<file path="src/rtl/axi_lite_adc_ctrl.sv">
// AXI4-Lite controller for an 8-bit pipelined parallel ADC: divider-generated adc_clk, single-shot capture.
// Optional continuous capture mode is compiled in with `define AXI_ADC_CONT_EN.
module axi_lite_adc_ctrl #(
  parameter int ADDR_WIDTH = 4,
  parameter int PIPE_DEPTH = 3,
  parameter int DIV_RESET  = 4
) (
  input  logic                  aclk,
  input  logic                  areset,
  input  logic [ADDR_WIDTH-1:0] s_axi_awaddr,
  input  logic                  s_axi_awvalid,
  output logic                  s_axi_awready,
  input  logic [31:0]           s_axi_wdata,
  input  logic [3:0]            s_axi_wstrb,
  input  logic                  s_axi_wvalid,
  output logic                  s_axi_wready,
  output logic [1:0]            s_axi_bresp,
  output logic                  s_axi_bvalid,
  input  logic                  s_axi_bready,
  input  logic [ADDR_WIDTH-1:0] s_axi_araddr,
  input  logic                  s_axi_arvalid,
  output logic                  s_axi_arready,
  output logic [31:0]           s_axi_rdata,
  output logic [1:0]            s_axi_rresp,
  output logic                  s_axi_rvalid,
  input  logic                  s_axi_rready,
  output logic                  adc_clk,
  input  logic [7:0]            adc_data
);

  typedef enum logic [1:0] {
    ST_IDLE,
    ST_RUN,
    ST_DONE
  } state_t;

  localparam int PW = $clog2(PIPE_DEPTH + 2);
  localparam logic [PW-1:0] LP_PULSE_LAST = PW'(PIPE_DEPTH);
  localparam logic [PW-1:0] LP_PULSE_END  = PW'(PIPE_DEPTH + 1);

  state_t        r_state;
  state_t        w_state_next;
  logic          r_bvalid;
  logic          r_rvalid;
  logic [31:0]   r_rdata;
  logic [15:0]   r_clk_div;
  logic [15:0]   r_half;
  logic [15:0]   r_cnt;
  logic [PW-1:0] r_pulse;
  logic          r_adc_clk;
  logic          r_start;
  logic [7:0]    r_data;

  logic          w_wr_fire;
  logic          w_rd_fire;
  logic          w_ctl_wr;
  logic          w_div_wr;
  logic          w_stop_req;
  logic          w_start_req;
  logic          w_busy;
  logic          w_cont_mode;
  logic          w_half_end;
  logic          w_low_end;
  logic [31:0]   w_wmask;
  logic [31:0]   w_rd_data;
  logic          w_unused;

  assign w_unused = &{s_axi_awaddr, s_axi_araddr, s_axi_wdata, s_axi_wstrb};

  // Write channel: address and data are accepted together, only while no response is pending.
  assign w_wr_fire     = !areset && s_axi_awvalid && s_axi_wvalid && !r_bvalid;
  assign s_axi_awready = w_wr_fire;
  assign s_axi_wready  = w_wr_fire;
  assign s_axi_bvalid  = r_bvalid;
  assign s_axi_bresp   = 2'b00;

  assign w_rd_fire     = !areset && s_axi_arvalid && !r_rvalid;
  assign s_axi_arready = w_rd_fire;
  assign s_axi_rvalid  = r_rvalid;
  assign s_axi_rdata   = r_rdata;
  assign s_axi_rresp   = 2'b00;

  assign adc_clk = r_adc_clk;
  assign w_busy  = (r_state != ST_IDLE);

  for (genvar gi = 0; gi < 4; gi++) begin : g_wmask
    assign w_wmask[gi*8 +: 8] = {8{s_axi_wstrb[gi]}};
  end

  assign w_ctl_wr    = w_wr_fire && (s_axi_awaddr[3:2] == 2'd0) && s_axi_wstrb[0];
  assign w_div_wr    = w_wr_fire && (s_axi_awaddr[3:2] == 2'd1);
  assign w_stop_req  = w_ctl_wr && s_axi_wdata[1];
  assign w_start_req = w_ctl_wr && s_axi_wdata[0] && !s_axi_wdata[1] && (r_state == ST_IDLE);

`ifdef AXI_ADC_CONT_EN
  logic r_cont;

  always_ff @(posedge aclk) begin
    if (areset) begin
      r_cont <= 1'b0;
    end else if (w_ctl_wr) begin
      r_cont <= s_axi_wdata[3];
    end
  end

  assign w_cont_mode = r_cont;
`else
  assign w_cont_mode = 1'b0;
`endif

  always_ff @(posedge aclk) begin
    if (areset) begin
      r_bvalid <= 1'b0;
    end else if (w_wr_fire) begin
      r_bvalid <= 1'b1;
    end else if (s_axi_bready) begin
      r_bvalid <= 1'b0;
    end
  end

  always_ff @(posedge aclk) begin
    if (areset) begin
      r_clk_div <= 16'(DIV_RESET);
    end else if (w_div_wr) begin
      r_clk_div <= (r_clk_div & ~w_wmask[15:0]) | (s_axi_wdata[15:0] & w_wmask[15:0]);
    end
  end

  always_comb begin
    w_rd_data = '0;
    case (s_axi_araddr[3:2])
      2'd0: begin
        w_rd_data[0] = r_start;
        w_rd_data[2] = w_busy;
        w_rd_data[3] = w_cont_mode;
      end
      2'd1:    w_rd_data[15:0] = r_clk_div;
      2'd2:    w_rd_data[7:0]  = r_data;
      default: w_rd_data = '0;
    endcase
  end

  // rdata only loads on a fresh address, so it holds while the master stalls rready.
  always_ff @(posedge aclk) begin
    if (areset) begin
      r_rvalid <= 1'b0;
      r_rdata  <= '0;
    end else if (w_rd_fire) begin
      r_rvalid <= 1'b1;
      r_rdata  <= w_rd_data;
    end else if (s_axi_rready) begin
      r_rvalid <= 1'b0;
    end
  end

  assign w_half_end = (r_cnt == r_half - 16'd1);
  assign w_low_end  = (r_state == ST_RUN) && w_half_end && !r_adc_clk;

  always_ff @(posedge aclk) begin
    if (areset) begin
      r_state <= ST_IDLE;
    end else begin
      r_state <= w_state_next;
    end
  end

  always_comb begin
    w_state_next = r_state;
    case (r_state)
      ST_IDLE: if (w_start_req) w_state_next = ST_RUN;
      ST_RUN: begin
        if (w_low_end && (r_pulse == LP_PULSE_END) && !w_cont_mode) begin
          w_state_next = ST_DONE;
        end
      end
      ST_DONE: w_state_next = ST_IDLE;
      default: w_state_next = ST_IDLE;
    endcase
    if (w_stop_req) w_state_next = ST_IDLE;
  end

  // r_pulse counts completed falling edges; the capture happens on the final one
  // (and on every later one in continuous mode, where the counter saturates).
  always_ff @(posedge aclk) begin
    if (areset) begin
      r_adc_clk <= 1'b0;
      r_cnt     <= '0;
      r_pulse   <= '0;
      r_half    <= 16'd1;
      r_start   <= 1'b0;
      r_data    <= '0;
    end else if (w_stop_req) begin
      r_adc_clk <= 1'b0;
      r_start   <= 1'b0;
      r_cnt     <= '0;
      r_pulse   <= '0;
    end else begin
      case (r_state)
        ST_IDLE: begin
          if (w_start_req) begin
            r_start   <= 1'b1;
            r_adc_clk <= 1'b1;
            r_cnt     <= '0;
            r_pulse   <= '0;
            r_half    <= (r_clk_div == 16'd0) ? 16'd1 : r_clk_div;
          end
        end
        ST_RUN: begin
          if (!w_half_end) begin
            r_cnt <= r_cnt + 16'd1;
          end else begin
            r_cnt <= '0;
            if (r_adc_clk) begin
              r_adc_clk <= 1'b0;
              if (r_pulse >= LP_PULSE_LAST) r_data <= adc_data;
              if (r_pulse != LP_PULSE_END) r_pulse <= r_pulse + 1'b1;
            end else begin
              r_adc_clk <= (w_state_next == ST_RUN);
            end
          end
        end
        ST_DONE: begin
          r_start <= 1'b0;
        end
        default: begin
          r_adc_clk <= 1'b0;
        end
      endcase
    end
  end

endmodule

</file>
<file path="config.mk">
export PLATFORM = sky130hd
export DESIGN_NAME = axi_lite_adc_ctrl
export DESIGN_NICKNAME = d
export VERILOG_FILES = /design/src/rtl/axi_lite_adc_ctrl.sv
export SDC_FILE = /design/constraint.sdc
export NUM_CORES = 1
export LEC_CHECK = 0
export CAP_MARGIN = 20
export CORE_UTILIZATION = 40
export CTS_BUF_LIST = sky130_fd_sc_hd__clkbuf_4
export DETAILED_ROUTE_END_ITERATION = 12
export PLACE_DENSITY = 0.75
export SYNTH_ARGS = -nofsm -noshare
export SYNTH_HDL_FRONTEND = slang
export SYNTH_SLANG_ARGS = --single-unit
</file>
<file path="constraint.sdc">
create_clock -name aclk -period 3.06 [get_ports aclk]
set_input_delay 0.918 -clock aclk [delete_from_list [all_inputs] [get_ports aclk]]
set_output_delay 0.918 -clock aclk [all_outputs]
set_load 0.005 [all_outputs]
</file>
# ---- After elaboration in Yosys (flattened, before gate mapping)
# Cells that the tools add are included.
# Widths: inputs -> output; s select.
dict set report totals {
  regBits 81
  inputBits 59
}
dict set report op_classes {
  add_sub_neg 3
  magnitude_cmp 1
  n_eq_ne 13
  n_mux 27
  n_bitwise 6
  n_reduce_logical 36
}
# cell count
set op_table {}
lappend op_table {{$mux 16} 3}
lappend op_table {{$and 16x16->16} 2}
lappend op_table {{$pmux 16 s2} 1}
lappend op_table {{$add 16x1->16 const B} 1}
lappend op_table {{$eq 16x16->1} 1}
lappend op_table {{$logic_not 16->1} 1}
lappend op_table {{$not 16->16} 1}
lappend op_table {{$or 16x16->16} 1}
lappend op_table {{$sub 16x1->16 const B} 1}
lappend op_table {{$logic_and 1x1->1} 15}
lappend op_table {{$mux 3} 4}
lappend op_table {{$reduce_and 5->1} 2}
lappend op_table {{$reduce_bool 2->1} 5}
lappend op_table {{$eq 2x1->1 const B} 4}
lappend op_table {{$mux 8} 1}
lappend op_table {{$pmux 4 s2} 1}
lappend op_table {{$mux 1} 7}
lappend op_table {{$logic_not 2->1} 3}
lappend op_table {{$mux 2} 3}
lappend op_table {{$ne 2x2->1 const B} 3}
lappend op_table {{$pmux 1 s3} 2}
lappend op_table {{$pmux 2 s3} 1}
lappend op_table {{$pmux 3 s2} 1}
lappend op_table {{$reduce_and 3->1} 2}
lappend op_table {{12 further kinds} 20}

# ---- Longest topological paths before layout
dict set report depth {
  ltp_word 16
  ltp_mapped 12
}

# ---- Least setup slack after synthesis
# No wires, ideal clock.
dict set report synth_timing {
  kind {input to register}
  start {in areset}
  end {reg r_cnt[10]}
  setup_ns 0.120
  arrival_time_ns 3.006
  t_required_ns 2.940
  path_slack_ns -0.066
  cell_stages 7
  n_path_buf 1
  path_cell_list {clkbuf_1 -> nand4bb_1 -> nor4b_1 -> nand3b_1 -> nor3_1 -> nor3_1 -> a211o_1}
}
dict set report synth_via {
  elab_chain_len 11
  word_cells_on_any_way 13
  classes_between {eq/ne (1); reduce/logical (12)}
}
# item line_no
set synth_lines {}
lappend synth_lines {{from (decl)} 9} ;# input logic areset,
lappend synth_lines {{$logic_not 1->1} 71} ;# assign w_wr_fire = !areset && s_axi_awvalid && s_axi_wvalid && !r_bvalid;
lappend synth_lines {{$logic_and 1x1->1 (3 in series)} 71}
lappend synth_lines {{$logic_and 1x1->1 (2 in series)} 90} ;# assign w_ctl_wr = w_wr_fire && (s_axi_awaddr[3:2] == 2'd0) && s_axi_wstrb[0];
lappend synth_lines {{$logic_and 1x1->1 (3 in series)} 93} ;# assign w_start_req = w_ctl_wr && s_axi_wdata[0] && !s_axi_wdata[1] && (r_state == ST_IDLE);
lappend synth_lines {{$ne 2x2->1 (no source line)} n/a}
lappend synth_lines {{$reduce_and 2->1 (no source line)} n/a}
lappend synth_lines {{to (signal assigned)} 210} ;# r_cnt <= r_cnt + 16'd1;
lappend synth_lines {{to (decl)} 48} ;# logic [15:0] r_cnt;
# Several ways; a longest one is shown, not always the timed one.
# A chain may end at the register's enable or synchronous reset.

# ---- Worst setup path after layout
dict set report layout_timing {
  start {reg r_half[1]}
  end {reg r_data[0]}
}
dict set report layout_via {
  elab_chain_len 3
}
# item line_no
set layout_lines {}
lappend layout_lines {{from (decl)} 47} ;# logic [15:0] r_half;
lappend layout_lines {{from (signal assigned)} 205} ;# r_half <= (r_clk_div == 16'd0) ? 16'd1 : r_clk_div;
lappend layout_lines {{$sub 16x1->16} 156} ;# assign w_half_end = (r_cnt == r_half - 16'd1);
lappend layout_lines {{$eq 16x16->1} 156}
lappend layout_lines {{$reduce_and 5->1 (no source line)} n/a}
lappend layout_lines {{to (signal assigned)} 215} ;# if (r_pulse >= LP_PULSE_LAST) r_data <= adc_data;
lappend layout_lines {{to (decl)} 52} ;# logic [7:0] r_data;
# Every way passes these cells.

==> metrics.csv <==
stage,metric,value,unit
route,vias,3807,
route,antenna_left,0,
hold_path,worstHoldStart,s_axi_rdata[14]$_SDFFE_PP0P_,
sta,worstMarginPinSlew,574,ps
final_layout,final_cells,716,
synth,yosysMostFrequentCell,dfxtp_1,
worst_setup_path,end_kind,register,
synth,netlist_area,4220,sq um
placed_design,dpl.hpwl,7950,um
synth,yosysTopAreaCellShare,38.4,%
worst_setup_path,crit_start,r_half[1]$_SDFFE_PP0P_,
worst_setup_path,critPathLaunchType,register,
final_layout,area_growth,21.6,%
placed_design,io_buffer_count,58,
clocking,clock_sinks,81,
power_and_ir_drop,vdd_drop_max,0.000203,V
route,first_iter_violations,191,
global_routing,grt_max_degree,60,
sta,final_hold_viol_count,0,
clocking,cts_buffer_depth,2,
final_layout,final_nets,643,
power_and_ir_drop,p_leak,2.01,nW
final_layout,fillCellCount,951,
floorplan,fp.dieArea,11000,sq um
worst_setup_path,worstPathArrival,3370,ps
synth,ys_types,59,
route,remaining_drc_errors,0,
hold_path,worstHoldPathType,reg -> reg,
synth,yosysTopAreaCell,dfxtp_1,
global_routing,grt_pass1_vias,3762,
global_routing,grt_pass1_wl,17600,um
floorplan,die_x,105,um
sta,relSlewSlack,61.4,%
power_and_ir_drop,p_total,1.79,mW
sta,fin_crit_sh,99.6,%
clocking,clk_pin_slew,140,ps
sta,fmax,0.328,GHz
route,routed_wl,10500,um
synth,synth_commonest_cells,"dfxtp_1, nand2_1, nor2_1, a21oi_1, mux2i_1",
floorplan,core.rowCount,37,
route,viasPerCell,5.32,
final_layout,post-route-util,49.9,%
outcome,outcome,"finished, final reports clean",
clocking,cts_tree,yes,
final_layout,diodes,0,
sta,setup-violations-final,0,
power_and_ir_drop,cellPowerDensity,349,nW/um^2
route,wire_per_inst,14.7,um
global_routing,antenna_found_initial,0,
route,drtPass1Iterations,4,
worst_setup_path,cp.required,3380,ps
floorplan,die_y,105,um
synth,async_flop_share,0,%
floorplan,ios,101,
final_layout,drive_gt1_share,11.0,%
sta,min_period,3050,ps
floorplan,initial_core_util,41.1,%
flow_run,maxCapViolCount,0,
clocking,clk_latency,430,ps
sta,setup-tns-final,0,ps
worst_setup_path,worstPathMaxFanout,8,
global_routing,grt.total_usage,19.8,%
sta,worst_clock_skew,11.5,ps
synth,ys_top_cells_by_area,"dfxtp_1, nand2_1, mux2i_1",
clocking,cts_buffers,9,
synth,synthCells,516,
synth,ys_seq_area_share,38.4,%
synth,synth_area_per_cell,8.18,sq um
clocking,htree_levels,3,
final_layout,finalInstanceArea,5130,sq um
placed_design,gp_congestion,0.889,
floorplan,core_area,10300,sq um
synth,ys.warnings.count,0,
clocking,cts-root-buf,clkbuf_4,
synth,yosys_register_bits,81,
placed_design,place_area,4910,sq um
placed_design,dp.cells,698,
sta,drv_slew,0,
worst_setup_path,r2r-start,r_half[1]$_SDFFE_PP0P_,
global_routing,grt_overflow,0,
synth,synth_edf_count,0,
synth,synthFlopType,dfxtp_1,
worst_setup_path,path_class,reg -> reg,
[path summary, 6_finish.rpt]
check,end,slack [ps],cells past startpoint
setup / recovery,r_data[0]$_SDFFE_PP0P_,10,11
hold / removal,s_axi_rdata[14]$_SDFFE_PP0P_,470,2
setup reg to reg,r_data[0]$_SDFFE_PP0P_,10,11
hold reg to reg,s_axi_rdata[14]$_SDFFE_PP0P_,470,2
[repair_timing]
| item | 4_1_cts | 5_1_grt |
|---|---|---|
| setup buffers | 1 | 0 |
| pin swaps | 1 | 1 |
| gates resized for setup | 4 | 20 |
| setup endpoints to repair | 21 | 24 |
| hold buffers | 0 | 0 |
[area by class of cell]
class                      count  area (sq um)  area share (%)
multi-input combinational    392          2440            47.5
sequential                    81          1630            31.7
timing repair buffer          77           719            14.0
tap                          136           170            3.32
clock buffer                  10          75.1            1.46
inverter                      14          52.6            1.02
clock inverter                 6          50.0           0.975
[cell families (layout without fill, tap and decap cells)]
logic type	after synthesis	after routing	share of synthesized area (%)
and+or+nand+nor	222	222	25.4
DFF	81	81	38.4
xor gates and xnor gates	27	27	5.61
other	1	20	0.0889
muxes	27	27	6.41
adders and majority gates	9	9	2.67
buffers and inverters	62	107	7.47
AOI/OAI and AO/OA	87	87	13.9
[critical path: stages, from the launching register on]
cell	delay, ps
dfxtp_2	380
inv_1	60
ha_2	210
or3b_4	440
o31a_1	270
a211oi_1	190
nand3_1	140
nor3_1	300
or4b_1	530
buf_6	180
mux2i_2	190
nor2_1	50
[layout by cell type, fill, tap and decap left out, drive strengths merged, types with 14 or more instances in the layout]
| master | count |
|---|---|
| nor3 | 15 |
| xnor2 | 14 |
| conb | 20 |
| dfxtp | 81 |
| clkdlybuf4s50 | 55 |
| nor2 | 57 |
| inv | 17 |
| nand3 | 23 |
| a21oi | 39 |
| nand2 | 75 |
| mux2i | 27 |
| buf | 19 |
[where the power goes]
part	switching (mW)	internal, mW
clock	0.405	0.186
combinational	0.0672	0.0696
sequential	0.00445	1.06
total	0.476	1.31
[metrics by stage]
step                hold WS, ps  setup WS (ps)
global placement            445           -174
floorplan                   448            105
finish                      472           13.7
detailed placement          446           -267
CTS                         474           11.1
global route                497          -48.2
[routing by layer]
layer | track usage, % | wire length, um | part of all wire [%]
met1 | 22.4 | 4470 | 42
met2 | 36.0 | 5320 | 51
met4 | 8.05 | 245 | 2.3
met5 | 0 | 0 | 0
met3 | 4.18 | 488 | 4.6
(Power assumes the default switching activity.)
